--- src/rtl/ex4_sched_pkg.sv ---
// rtl/ex4_sched_pkg.sv - shared constants, state type and pointer helper for the cell scheduler
package ex4_sched_pkg;

    // Operand / result width of the shared gate-network cell.
    localparam int CELL_W = 4;

    // Response stage occupancy.
    typedef enum logic {
        EMPTY = 1'b0,
        FULL  = 1'b1
    } rsp_state_e;

    // Round-robin pointer update: after a grant the search starts just past
    // the winner; without a grant the pointer holds.
    function automatic int rr_next(input int ptr, input int idx, input int nreq, input logic take);
        return take ? (idx + 1) % nreq : ptr;
    endfunction

endpackage

--- src/rtl/ex4_2.sv ---
// rtl/ex4_2.sv - shared 4-bit bitwise gate-network cell
// Ports: a, b (CELL_W operands) -> y (CELL_W result); per bit y = (a & b) | (~a & b) = b.
module ex4_2
    import ex4_sched_pkg::*;
(
    input  logic [CELL_W-1:0] a,
    input  logic [CELL_W-1:0] b,
    output logic [CELL_W-1:0] y
);

    assign y = (a & b) | (~a & b);

endmodule

--- src/rtl/rr_pick.sv ---
// rtl/rr_pick.sv - rotating-priority picker: first set req bit at or after ptr
// Ports: req (NREQ), ptr (IDW) -> gnt (one-hot NREQ), gnt_idx (IDW), any.
module rr_pick #(
    parameter int NREQ = 4,
    parameter int IDW  = $clog2(NREQ)
) (
    input  logic [NREQ-1:0] req,
    input  logic [IDW-1:0]  ptr,
    output logic [NREQ-1:0] gnt,
    output logic [IDW-1:0]  gnt_idx,
    output logic            any
);

    always_comb begin
        gnt     = '0;
        gnt_idx = '0;
        any     = 1'b0;
        // Walk offsets from ptr; the first valid requester found wins.
        for (int off = 0; off < NREQ; off++) begin
            for (int i = 0; i < NREQ; i++) begin
                if (!any && req[i] && (i == (int'(ptr) + off) % NREQ)) begin
                    any     = 1'b1;
                    gnt[i]  = 1'b1;
                    gnt_idx = IDW'(i);
                end
            end
        end
    end

endmodule

--- src/rtl/ex4_cell_rr_sched.sv ---
// rtl/ex4_cell_rr_sched.sv - round-robin scheduler sharing one ex4_2 cell among NREQ requesters
// Ports: clk, rst_n; req_valid/req_a/req_b in, req_ready out (one-hot accept);
//        rsp_valid/rsp_y/rsp_id out with rsp_ready in; issued_cnt saturating accept count.
module ex4_cell_rr_sched
    import ex4_sched_pkg::*;
#(
    parameter int NREQ = 4,
    parameter int IDW  = $clog2(NREQ),
    parameter int CNTW = 8
) (
    input  logic                   clk,
    input  logic                   rst_n,
    input  logic [NREQ-1:0]        req_valid,
    input  logic [NREQ*CELL_W-1:0] req_a,
    input  logic [NREQ*CELL_W-1:0] req_b,
    output logic [NREQ-1:0]        req_ready,
    output logic                   rsp_valid,
    output logic [CELL_W-1:0]      rsp_y,
    output logic [IDW-1:0]         rsp_id,
    input  logic                   rsp_ready,
    output logic [CNTW-1:0]        issued_cnt
);

    rsp_state_e        state_q, state_d;
    logic [IDW-1:0]    ptr_q, ptr_d;
    logic [CELL_W-1:0] rsp_y_q, rsp_y_d;
    logic [IDW-1:0]    rsp_id_q, rsp_id_d;
    logic [CNTW-1:0]   cnt_q, cnt_d;

    logic [NREQ-1:0]   gnt;
    logic [IDW-1:0]    gnt_idx;
    logic              any;
    logic              can_accept;
    logic              accept;
    logic [CELL_W-1:0] cell_a, cell_b, cell_y;

    rr_pick #(.NREQ(NREQ), .IDW(IDW)) u_pick (
        .req     (req_valid),
        .ptr     (ptr_q),
        .gnt     (gnt),
        .gnt_idx (gnt_idx),
        .any     (any)
    );

    // Output logic. rst_n gates the accept so nothing is granted while reset
    // is held, even though the state flop already reads EMPTY.
    always_comb begin
        can_accept = (state_q == EMPTY) | rsp_ready;
        accept     = any & can_accept & rst_n;
        req_ready  = accept ? gnt : '0;
        rsp_valid  = (state_q == FULL);
    end

    // Next-state logic.
    always_comb begin
        state_d = state_q;
        if (accept) begin
            state_d = FULL;
        end else if ((state_q == FULL) && rsp_ready) begin
            state_d = EMPTY;
        end
    end

    // Operand mux: AND-OR over the one-hot grant, forced to zero without an
    // accept so the cell inputs stay quiet when idle or stalled.
    always_comb begin
        cell_a = '0;
        cell_b = '0;
        for (int i = 0; i < NREQ; i++) begin
            if (accept && gnt[i]) begin
                cell_a = cell_a | req_a[i*CELL_W +: CELL_W];
                cell_b = cell_b | req_b[i*CELL_W +: CELL_W];
            end
        end
    end

    ex4_2 u_cell (
        .a (cell_a),
        .b (cell_b),
        .y (cell_y)
    );

    always_comb begin
        ptr_d    = IDW'(rr_next(int'(ptr_q), int'(gnt_idx), NREQ, accept));
        rsp_y_d  = accept ? cell_y : rsp_y_q;
        rsp_id_d = accept ? gnt_idx : rsp_id_q;
        cnt_d    = cnt_q;
        if (accept && (cnt_q != {CNTW{1'b1}})) begin
            cnt_d = cnt_q + CNTW'(1);
        end
    end

    always_ff @(posedge clk or negedge rst_n) begin
        if (!rst_n) begin
            state_q <= EMPTY;
        end else begin
            state_q <= state_d;
        end
    end

    always_ff @(posedge clk or negedge rst_n) begin
        if (!rst_n) begin
            ptr_q    <= '0;
            rsp_y_q  <= '0;
            rsp_id_q <= '0;
            cnt_q    <= '0;
        end else begin
            ptr_q    <= ptr_d;
            rsp_y_q  <= rsp_y_d;
            rsp_id_q <= rsp_id_d;
            cnt_q    <= cnt_d;
        end
    end

    assign rsp_y      = rsp_y_q;
    assign rsp_id     = rsp_id_q;
    assign issued_cnt = cnt_q;

endmodule
--- config.mk ---
export PLATFORM = sky130hd
export DESIGN_NAME = ex4_cell_rr_sched
export DESIGN_NICKNAME = d
export VERILOG_FILES = /design/src/rtl/ex4_sched_pkg.sv /design/src/rtl/ex4_2.sv /design/src/rtl/rr_pick.sv /design/src/rtl/ex4_cell_rr_sched.sv
export SDC_FILE = /design/constraint.sdc
export NUM_CORES = 1
export LEC_CHECK = 0
export CAP_MARGIN = 20
export CORE_ASPECT_RATIO = 1.75
export CORE_MARGIN = 2
export CORE_UTILIZATION = 36
export CTS_CLUSTER_SIZE = 24
export DETAILED_ROUTE_END_ITERATION = 10
export HOLD_SLACK_MARGIN = 0.1
export MAX_ROUTING_LAYER = met4
export PLACE_DENSITY = 0.84
export SYNTH_ARGS = -nofsm -noshare
export SYNTH_HDL_FRONTEND = slang
export SYNTH_HIERARCHICAL = 1
export SYNTH_SLANG_ARGS = --single-unit
export TNS_END_PERCENT = 10
--- constraint.sdc ---
create_clock -name clk -period 1.8 [get_ports clk]
set_input_delay 0.36 -clock clk [delete_from_list [all_inputs] [get_ports clk]]
set_output_delay 0.36 -clock clk [all_outputs]
set_load 0.005 [all_outputs]
==> results.yml, run 1 <==
cts:
  clk_latency_ns: 0.25
  cts_buffers: 3
  cts_buffer_depth: 2
  hold_buffers: 0
  cts_tree: "built"
  cts_htree_levels: 1
  cts-root-buf: "clkbuf_8"
  clock-sinks: 17
  path_clk_slew_ns: 0.06
detailed_routing:
  num_vias: 1098
  totalWireLength_um: 3290
  drt-vias-per-instance: 5.36
  dr_wl_met2_um: 1830
  wl_met3_um: 159
  drtIter0Drc: 33
  ant_nets: 0
  drt_pass1_iterations: 4
  drt_drc_violations_left: 0
  routed.top_layer: "met4"
  wl_met1_um: 1220
  wl_per_cell_um: 16.0
die:
  core-area_um2: 2860
  die_h_um: 75.6
  start_util: 0.369
  die_w_um: 44.9
  rows: 26
  dieArea_um2: 3400
  io_pins: 58
power_and_ir_drop:
  cellPowerDensity_nw_per_um2: 1070
  ir_worst_vdd_v: 0.000892
  p_leak_nw: 0.818
final_layout:
  layout_common_cells: "33 x clkdlybuf4s50_1, 22 x buf_4, 16 x dfrtp_1"
  insertedDiodeCount: 0
  post-route-util: 0.650
  fillers: 222
  nNetsFinal: 218
  mostFrequentLayoutCell: "clkdlybuf4s50_1"
  drive_above_1_share: 0.446
  syn_to_final_growth_pct: 76.2
sta:
  clock.fmax_mhz: 522
  drv_slew: 0
  period_needed_ns: 1.92
  slew_headroom: 0.774
  worst_pin_slew_ns: 0.337
  hold_violations: 0
  worst_slack_ns: -0.116
  rsz0062_at_grt: "yes"
  hold_ws_ns: 0.510
  finalCritPeriodShare: 1.06
  finClkSkew_ns: 0.00712
  setup_violations: 7
critical_path:
  path_max_fanout: 7
  crit_path_end_kind: "primary output"
  slowest_delay_ns: 0.46
  worstPathRequired_ns: 1.44
  crit_chain: "buf_12, a21oi_2, o221a_1, nor3b_2, buf_2"
  cp_slowest_cell: "dfrtp_2"
  cp_data_arrival_time_ns: 1.56
  worst-setup-path-type: "reg -> out"
  crit_family: "flip-flops"
  critPathLaunchType: "flip-flop"
  critPathBufInv: 2
placed_design:
  port_buffers: 41
  hpwl_um: 2250
  place_congestion: 0.920
logic_synthesis:
  synth.net_count: 150
  syn_area_um2: 1060
  yosysWarningCount: 6
  syn_area_per_cell_um2: 9.60
  synth_cells: 110
global_route:
  grt_first_pass_wirelength_um: 4940
  grt_max_degree: 18
  antenna_found_initial: 0
  grt_pass1_vias: 1120
  grt.total_usage: 0.200
  grt-ovfl-total: 0
run_status:
  status: "finished with violations"
  failed_checks: "setup timing"
job:
  cap_violations: 0
min_path:
  min_path_type: "reg -> reg"
[worst paths after layout]
check / from / end / slack (ns) / depth (start not counted)
setup / recovery: ptr_q[1]$_DFFE_PN0N_ / req_ready[1] / -0.12 / 5
hold / removal: rsp_y[3]$_DFFE_PN0N_ / rsp_y[3]$_DFFE_PN0N_ / 0.51 / 1
setup reg to reg: ptr_q[1]$_DFFE_PN0N_ / rsp_y[2]$_DFFE_PN0N_ / -0.07 / 8
hold reg to reg: rsp_y[3]$_DFFE_PN0N_ / rsp_y[3]$_DFFE_PN0N_ / 0.51 / 1
max in group asynchronous: rst_n / ptr_q[1]$_DFFE_PN0N_ / 1.04 / 2
min in group asynchronous: rst_n / rsp_valid$_DFFE_PN0P_ / 0.55 / 2
[per-stage QoR]
step | area, um2 | TNS (ns) | setup slack (ns) | total power [mW] | cells
after floorplan | 1060 | 0 | 0.0868 | 1.02 | 110
after global placement | 1620 | -7.62 | -0.569 | 1.43 | 192
after detailed placement | 1620 | -8.63 | -0.619 | 1.47 | 192
after CTS | 1790 | -0.377 | -0.0703 | 1.85 | 202
after global routing | 1860 | -1.13 | -0.166 | 2.11 | 205
final | 1860 | -0.474 | -0.116 | 1.98 | 205
[routing by layer]
layer | global-route usage | up-vias
li1 | - | 531
met1 | 0.211 | 516
met2 | 0.370 | 43
met3 | 0.0142 | 8
met4 | 0.0817 | 0
met5 | - | -
[report_power, final]
group,total (mW),switching (mW),leakage (nW),internal (mW)
registers,0.673,0.158,0.211,0.516
clock network,0.271,0.118,0.0255,0.153
logic,1.04,0.389,0.582,0.649
total,1.98,0.664,0.818,1.32
[state kept, by name, summed over array words and instances, names as in the netlist]
name,count
rsp_valid,1
ptr_q,2
rsp_y,4
issued_cnt,8
rsp_id,2
[area by class of cell]
type,instances,area [um2],area share
well taps,28,35.0,0.0188
multi-input cells,83,707,0.380
clock buffers,3,41.3,0.0222
repair buffers,70,634,0.341
flip-flops and latches,17,427,0.229
clock inverters,1,5.00,0.00269
inverters,3,11.3,0.00605
[timing repair]
| item | 4_1_cts | 5_1_grt |
|---|---|---|
| setup endpoints to repair | 18 | 14 |
| pin swaps | 9 | 16 |
| setup buffers | 7 | 3 |
| resized for setup | 46 | 11 |
Note: power is estimated with default switching activity, not from simulation.
==> run 2: changes to the inputs <==
--- a/config.mk
+++ b/config.mk
@@ -13,7 +13,7 @@
 export DETAILED_ROUTE_END_ITERATION = 10
 export HOLD_SLACK_MARGIN = 0.1
 export MAX_ROUTING_LAYER = met4
-export PLACE_DENSITY = 0.84
+export PLACE_DENSITY = 0.83
 export SYNTH_ARGS = -nofsm -noshare
 export SYNTH_HDL_FRONTEND = slang
 export SYNTH_HIERARCHICAL = 1
==> run 2 against run 1 <==
Effect of this change:
- the flow still finishes with violations (setup timing)
- count of clock-buffer cells in the layout grew 1
- via count fell by 1.3%
- clock skew shrank 0.0048 ns
- clock power rose by 3%
==> results.yml, run 2 (synthesis gave the netlist of run 1 again) <==
run_status:
  status: "finished with violations"
  failed_checks: "setup timing"
placed_design:
  post-place-ws_ns: -0.672
  port_buffers: 41
  hpwl_um: 2360
  place_congestion: 0.824
final_layout:
  drive_above_1_share: 0.390
  nNetsFinal: 213
  insertedDiodeCount: 0
  largest_reg_flops: 8
  mostFrequentLayoutCell: "clkdlybuf4s50_1"
  layout_common_cells: "33 x clkdlybuf4s50_1, 22 x buf_4, 16 x dfrtp_1"
  syn_to_final_growth_pct: 66.2
power_and_ir_drop:
  p_leak_nw: 0.768
  report.power.total_mw: 1.84
  cellPowerDensity_nw_per_um2: 1050
  ir_worst_vdd_v: 0.000858
global_route:
  grt-ovfl-total: 0
  grt_max_degree: 18
  antenna_found_initial: 0
  grt_pass1_vias: 1073
  grt.total_usage: 0.183
  grt_first_pass_wirelength_um: 4490
cts:
  postCtsSetupRepairBufs: 0
  clk_latency_ns: 0.25
  cts_htree_levels: 1
  cts_buffer_depth: 2
  cts_tree: "built"
  hold_buffers: 0
  cts_buffers: 3
  path_clk_slew_ns: 0.06
  cts-root-buf: "clkbuf_8"
  clock-sinks: 17
sta:
  finalCritPeriodShare: 1.02
  setup_violations: 2
  hold_violations: 0
  worst_pin_slew_ns: 0.398
  clock.fmax_mhz: 544
  finClkSkew_ns: 0.00237
  period_needed_ns: 1.84
  rsz0062_at_grt: "yes"
  drv_slew: 0
  hold_ws_ns: 0.485
  slew_headroom: 0.733
  worst_slack_ns: -0.0378
critical_path:
  worstPathRequired_ns: 1.44
  crit_family: "simple AND/OR/NAND/NOR gates"
  cp_slowest_cell: "dfrtp_1"
  critPathLaunchType: "flip-flop"
  critPathBufInv: 1
  setup.worst_path.start: "ptr_q[0]$_DFFE_PN0N_"
  crit_path_end_kind: "primary output"
  crit_chain: "and2b_4, o22ai_2, a31o_1, nor3b_4, buf_2"
  slowest_delay_ns: 0.39
  cp_data_arrival_time_ns: 1.48
  worstReg2RegStart: "ptr_q[0]$_DFFE_PN0N_"
  worst-setup-path-type: "reg -> out"
  path_max_fanout: 3
die:
  core-area_um2: 2860
  start_util: 0.369
  die_h_um: 75.6
  rows: 26
  dieArea_um2: 3400
  die_w_um: 44.9
  io_pins: 58
detailed_routing:
  drt_drc_violations_left: 0
  num_vias: 1084
  wl_per_cell_um: 14.8
  drt_pass1_iterations: 4
  drt-vias-per-instance: 5.42
  drtIter0Drc: 38
  totalWireLength_um: 2960
  ant_nets: 0
min_path:
  min_path_type: "in -> async"
job:
  cap_violations: 0
==> run 2: cell types whose count changed in the layout (fill, tap and decap cells not counted), sizes merged <==
cell,previous run,this run
clkinv,1,0
buf,33,28
clkdlybuf4s15,0,1
==> run 2: path summary, 6_finish.rpt <==
| path | endpoint | slack [ns] | cells past startpoint |
|---|---|---|---|
| min in group clk | rsp_y[2]$_DFFE_PN0N_ | 0.51 | 1 |
| worst min register to register | rsp_y[2]$_DFFE_PN0N_ | 0.51 | 1 |
| worst min-delay path | issued_cnt[3]$_DFFE_PN0P_ | 0.48 | 2 |
| worst max-delay path | req_ready[0] | -0.04 | 5 |
| worst max register to register | rsp_y[3]$_DFFE_PN0N_ | -0.01 | 8 |
| max in group asynchronous | ptr_q[1]$_DFFE_PN0N_ | 1.12 | 2 |
==> run 2: worst register-to-register path, stage by stage (launching register included) <==
cell and delay [ns]:
dfrtp_1 0.39, and2b_4 0.27, o22ai_2 0.06, a31o_1 0.21
nor3b_4 0.15, buf_6 0.15, a22oi_2 0.11, nand2_1 0.09
mux2_2 0.27
==> run 2: power breakdown <==
part	total, mW	switching (mW)	leakage (nW)	internal [mW]
Combinational	0.896	0.337	0.535	0.560
Clock	0.280	0.123	0.0228	0.157
Sequential	0.666	0.150	0.211	0.516
Total	1.84	0.610	0.768	1.23
==> run 2: cell type report <==
class / instances / area, um2
fill: 244 / 1110
timing repair buffer: 65 / 576
tap: 28 / 35.0
multi-input combinational: 83 / 662
clock buffer: 4 / 45.0
sequential: 17 / 427
inverter: 3 / 11.3
==> run 2: stage by stage <==
| stage | cells | utilization | setup TNS [ns] | area, um2 |
|---|---|---|---|---|
| global route | 200 | 0.613 | -0.534 | 1760 |
| CTS | 200 | 0.600 | -0.0925 | 1720 |
| detailed placement | 196 | 0.575 | -9.12 | 1650 |
| floorplan | 110 | - | 0 | 1060 |
| global placement | 196 | 0.575 | -7.98 | 1650 |
| finish | 200 | 0.613 | -0.0541 | 1760 |
==> run 2: layer usage <==
metal,GRT usage,wire length [um],vias to the layer above
li1,-,-,526
met1,0.190,1080,518
met2,0.316,1690,32
met3,0.0284,111,8
met4,0.105,74,0
met5,-,0,-
==> run 2: what timing repair did <==
action / in CTS / in global routing
setup endpoints to repair: 19 / 13
pin swaps: 4 / 4
resized for setup: 33 / 10
hold endpoints to repair: 0 / 0
==> run 3: changes to the inputs <==
--- a/config.mk
+++ b/config.mk
@@ -5,17 +5,17 @@
 export SDC_FILE = /design/constraint.sdc
 export NUM_CORES = 1
 export LEC_CHECK = 0
+export ABC_CLOCK_PERIOD_IN_PS = 1800
 export CAP_MARGIN = 20
 export CORE_ASPECT_RATIO = 1.75
 export CORE_MARGIN = 2
-export CORE_UTILIZATION = 36
+export CORE_UTILIZATION = 35
 export CTS_CLUSTER_SIZE = 24
 export DETAILED_ROUTE_END_ITERATION = 10
 export HOLD_SLACK_MARGIN = 0.1
 export MAX_ROUTING_LAYER = met4
-export PLACE_DENSITY = 0.83
+export PLACE_DENSITY = 0.82
 export SYNTH_ARGS = -nofsm -noshare
 export SYNTH_HDL_FRONTEND = slang
-export SYNTH_HIERARCHICAL = 1
 export SYNTH_SLANG_ARGS = --single-unit
 export TNS_END_PERCENT = 10
==> run 3 against run 2 <==
Effect of this change:
- via count is 20% higher
- critical path depth stayed put
- critical path type unchanged
- the run now ends clean
- sequential power is 3.6% lower
- sequential share of layout area is 1.1 points lower
- die area is 4.5% higher
- global-route usage is 4.8 points higher
- first-iteration DRC count is 5.3% lower
- clock power is 6% higher
- highest routed layer unchanged
- wire length is 27% higher
==> results.yml, run 3 <==
run_status:
  status: "complete, no violations"
global_route:
  grt_pass1_vias: 1406
  grt_first_pass_wirelength_um: 6040
  grt.total_usage: 0.231
  grt-ovfl-total: 0
  antenna_found_initial: 0
  grt_max_degree: 18
detailed_routing:
  drt-vias-per-instance: 5.78
  totalWireLength_um: 3750
  num_vias: 1300
  drtIter0Drc: 36
  drt_pass1_iterations: 4
  drt_drc_violations_left: 0
  wl_per_cell_um: 16.7
  ant_nets: 0
logic_synthesis:
  synth.net_count: 162
  synth_ff_type: "dfrtp_1"
  ys_seq_elements: 17
  synth.distinct_cells: 37
  synth_fa_ha_area_frac: 0.0116
  syn_area_per_cell_um2: 8.82
  syn_area_um2: 1080
  synth-xor-area-share: 0.0570
  synthTopCellsByCount: "17 x dfrtp_1, 12 x nor2_1, 8 x nand3_1"
  yosys-top-cells-area: "dfrtp_1 40%, nor2_1 4.2%, a221oi_1 4.1%, nand3_1 3.7%, and3_1 3.5%"
  synth_most_common_cell: "dfrtp_1"
  synth_enable_flop_cells: 0
  synth_compound_area_frac: 0.244
  synth_mux_area_frac: 0.00930
  synth_top_area_frac: 0.395
  yosysWarningCount: 0
  synth-simple-area-share: 0.230
  synth_cells: 122
  yosysSeqAreaShare: 0.395
  synth_top_family_by_area: "compound AO/OA/AOI/OAI gates"
  post-synth-top-area-cell: "dfrtp_1"
  ys_async_sr_fraction: 1.00
final_layout:
  multi_input_area_um2: 631
  regArea_um2: 427
  syn_to_final_growth_pct: 71.0
  largest_reg_flops: 8
  nNetsFinal: 238
  insertedDiodeCount: 0
  drive_above_1_share: 0.310
  layout_common_cells: "31 x clkdlybuf4s50_1, 31 x buf_4, 16 x dfrtp_1"
  final_cells: 225
  fillers: 237
critical_path:
  path_max_fanout: 7
  worstPathRequired_ns: 1.44
  worst-setup-path-type: "reg -> out"
  worstReg2RegStart: "ptr_q[1]$_DFFE_PN0P_"
  crit_chain: "buf_6, o21a_1, o21ai_2, nor2_2, buf_2"
  r2r_cells: 6
  rr_endpoint: "rsp_y[2]$_DFFE_PN0P_"
  slowest_delay_ns: 0.43
  cp_slowest_cell: "dfrtp_1"
  cp_data_arrival_time_ns: 1.41
  critPathLaunchType: "flip-flop"
  reg2reg_slack_ns: 0.13
  crit_path_end_kind: "primary output"
sta:
  worst_slack_ns: 0.0257
  finClkSkew_ns: 0.00215
  hold_violations: 0
  finalCritPeriodShare: 0.986
  worst_pin_slew_ns: 0.361
  period_needed_ns: 1.77
  rsz0062_at_grt: "yes"
  slew_headroom: 0.757
  clock.fmax_mhz: 564
  drv_slew: 0
  setup_violations: 0
die:
  die_w_um: 45.9
  die_h_um: 77.4
  dieArea_um2: 3550
  start_util: 0.368
  core-area_um2: 2930
  io_pins: 58
  rows: 26
placed_design:
  dp_cells: 216
  hpwl_um: 2750
  port_buffers: 41
  place_congestion: 0.924
  post-place-ws_ns: -0.732
cts:
  clk_latency_ns: 0.26
  clock-sinks: 17
  cts_buffer_depth: 2
  cts_tree: "built"
  cts-root-buf: "clkbuf_8"
  cts_htree_levels: 1
  path_clk_slew_ns: 0.07
  cts_buffers: 3
power_and_ir_drop:
  ir_worst_vdd_v: 0.000730
  p_leak_nw: 0.864
  report.power.total_mw: 1.98
  cellPowerDensity_nw_per_um2: 1080
min_path:
  min_path_type: "in -> async"
job:
  cap_violations: 0
-- run 3: cell type report --
type | count | area share
clock buffer | 3 | 0.0224
clock inverter | 1 | 0.00272
inverter | 2 | 0.00408
multi-input combinational | 95 | 0.343
sequential | 17 | 0.232
tap | 28 | 0.0190
timing repair buffer | 79 | 0.377
-- run 3: cells by family after synthesis --
family | Yosys count
mux | 1
simple gates | 49
flops | 17
xor+xnor | 7
buf+inv | 10
fa+ha+maj | 1
compound gates | 37
-- run 3: worst max-delay path: cells and delay by family, from the launching register on --
| kind | cells | cell delay (ns) |
|---|---|---|
| flops | 1 | 0.43 |
| buf+inv | 2 | 0.28 |
| simple gates | 1 | 0.06 |
| compound gates | 2 | 0.38 |
-- run 3: worst max-delay path by stage --
| stage | startpoint | slack [ns] | depth (start not counted) | to |
|---|---|---|---|---|
| 3_5_place_dp | req_valid[0] | -0.73 | 6 | req_ready[2] |
| 3_3_place_gp | req_valid[0] | -0.63 | 6 | req_ready[2] |
| 4_1_cts | rsp_ready | 0.0004 | 6 | req_ready[3] |
| 5_1_grt | ptr_q[1]$_DFFE_PN0P_ | -0.003 | 5 | req_ready[2] |
| 6_report | ptr_q[1]$_DFFE_PN0P_ | 0.03 | 5 | req_ready[2] |
| 2_1_floorplan | req_valid[1] | 0.04 | 5 | req_ready[0] |
-- run 3: routing by layer --
metal | GRT usage | wire, um | vias up | part of all wire
met5 | - | 0 | - | 0
met4 | 0.117 | 146 | 0 | 0.039
met3 | 0.0186 | 164 | 17 | 0.044
met2 | 0.389 | 2040 | 58 | 0.54
met1 | 0.257 | 1400 | 623 | 0.37
li1 | - | - | 602 | -
-- run 3: timing repair --
| item | 4_1_cts | 5_1_grt |
|---|---|---|
| pin swaps | 6 | 7 |
| setup endpoints to repair | 10 | 3 |
| gates resized for setup | 49 | 3 |
| setup buffers | 3 | 2 |
| hold buffers | 0 | 0 |
-- run 3: through the flow --
| stage | utilization | area [um2] | hold slack (ns) | setup TNS (ns) |
|---|---|---|---|---|
| floorplan | - | 1080 | 0.0644 | 0 |
| global placement | 0.588 | 1720 | 0.472 | -5.48 |
| detailed placement | 0.588 | 1720 | 0.469 | -6.54 |
| CTS | 0.624 | 1830 | 0.246 | 0 |
| global route | 0.629 | 1840 | 0.257 | -0.00266 |
| finish | 0.629 | 1840 | 0.236 | 0 |
-- run 3: power by group --
part | switching (mW) | internal, mW
Sequential | 0.138 | 0.504
Clock | 0.142 | 0.154
Combinational | 0.420 | 0.624
Total | 0.700 | 1.28
==> patch (flow settings as in run 3) <==
Put one more register stage on the output `issued_cnt`, with the module's reset. The value now appears one clock later. The other outputs are not delayed to match.
--- a/src/rtl/ex4_cell_rr_sched.sv
+++ b/src/rtl/ex4_cell_rr_sched.sv
@@ -114,6 +114,12 @@
 
     assign rsp_y      = rsp_y_q;
     assign rsp_id     = rsp_id_q;
-    assign issued_cnt = cnt_q;
+    always_ff @(posedge clk or negedge rst_n) begin
+        if (!rst_n) begin
+            issued_cnt <= '0;
+        end else begin
+            issued_cnt <= cnt_q;
+        end
+    end
 
 endmodule
Behaviour: not the same (a bounded check fails within 4 cycles, from zero or initial values and one cycle with rst_n low).
==> patch against run 3 <==
Via count down 3.2%; critical endpoint is now req_ready[3]; non-clock buffer count is 9 lower; hold slack improved by 91 ps; cell count grew 7.6%; clock skew hardly changed; combinational power shrank 12%; worst setup slack improved by 41 ps; synthesized cell count is 6.6% higher; synthesized area is 19% higher; core utilization down 7.1 points; sequential cell count rose by 8; power rose by 8.1%; cell area grew 7.8%; wire length down 11%.
==> patch: results (changes against run 3) <==
first-pass GRT wire length=5520 um (-8.7%); synth warn=0 (unchanged); Detailed Route WL=3330 um (-11%); Clock power frac=0.157 (+0.008); sw frac=0.323 (-0.0300); routability cong.=0.891 (-3.6%); Longest Clk Path Bufs=2 (unchanged); worst min path class=in -> async; commonest cells in the netlist=dfrtp_1, nor2_1, nand3_1; initial antenna violation count=0 (unchanged); peak supply drop=0.000653 V (-11%); Post-Syn Nets=170 (+4.9%); Reg clk slew, reported paths=90 ps (+20 ps); CP startpoint=req_valid[0]; Hold Slack=327 ps (+91.1 ps); worst-path maximum fanout=10 (+3); Total Routing Usage GR=0.177 (-0.0536); FILL cells=332 (+40%); HPWL after DPL=2600 um (-5.5%); layout cell share with drive strength beyond 1=0.270 (-0.0392); Final Hold Vio Count=0 (unchanged); Initial DRT Pass Iterations=4 (unchanged); Seq/Total Area, Yosys=0.490 (+0.0948); Int Pwr=1.45 mW (+13%); cells on worst reg2reg path=6 (unchanged); status=finished, final reports clean; Critical Path AT=1370 ps (-40 ps); # nets final=237 (-0.42%); synth top area cells=dfrtp_1, nor2_1, a221oi_1; flop2flop setup slack=290 ps (+160 ps); reg2reg end=rsp_y[1]$_DFFE_PN0P_; Primary FF master, synth=dfrtp_1; largest net degree at the start of global routing=26 (+8); vias in the first global route=1,220 (-13%); Critical Path End=req_ready[3]; Placed Area=0.00190 mm^2 (+10%); Max-Slew Margin vs Limit=0.754 (-0.00360); initial drt markers=27 (-25%); sequential cell fraction of total power=0.414 (+0.090); Worst-Skew Late Latency=270 ps; LEAKAGE=0.908 nW (+5.1%); fmax=577 MHz (+2.3%); pre-CTS setup slack=-601 ps (+131 ps); Via Count=1,259 (-3.2%); # port buffers=41 (unchanged); Worst Skew=1.87 ps (-0.285 ps)
-- patch: cell types whose count changed in the layout (fill, tap and decap cells not counted), moves of 3 or more --
cell,before,now
dfrtp_1,16,24
buf_6,8,4
buf_2,6,3
clkbuf_2,0,4
buf_4,31,25
-- patch: stage by stage --
step                      setup TNS (ps)  utilization  cells
after global placement             -4350        0.534    236
after detailed placement           -4750        0.534    236
after global routing               -29.4        0.558    242
final                                  0        0.558    242
after CTS                          -97.4        0.562    242
after floorplan                        0            -    130
-- patch: what timing repair did --
action	4_1_cts	5_1_grt
hold buffers	0	0
setup buffers	2	0
resized for setup	35	9
pin swaps	7	5
endpoints found under the setup margin	4	3
-- patch: final cells by class --
cell class / count / share of cell area
Sequential cell: 25 / 0.316
Clock buffer: 3 / 0.0208
Timing Repair Buffer: 70 / 0.306
Inverter: 2 / 0.00378
Multi-Input combinational cell: 95 / 0.320
Clock inverter: 1 / 0.00378
Tap cell: 46 / 0.0290
-- patch: kinds of logic (layout without fill, tap and decap cells) --
| family | Yosys count | after routing | share of synthesized area |
|---|---|---|---|
| XOR/XNOR | 7 | 7 | 0.0480 |
| AO/OA/AOI/OAI | 37 | 37 | 0.206 |
| flip-flops | 25 | 25 | 0.490 |
| multiplexers | 1 | 1 | 0.00784 |
| adder cells (fa/ha/maj) | 1 | 1 | 0.00980 |
| buffers and inverters | 10 | 76 | 0.0441 |
| AND/OR/NAND/NOR | 49 | 49 | 0.194 |
-- patch: critical path: stages --
cell	delay, ps
clkdlybuf4s15_2	210
buf_6	140
nor2b_1	140
o21ai_1	150
nand3_1	130
nor2_1	130
clkbuf_2	120
-- patch: routing by layer --
layer / wire, um / track usage
met5: 0 / -
met4: 113 / 0.0985
met3: 169 / 0.0323
met2: 1840 / 0.316
met1: 1210 / 0.175
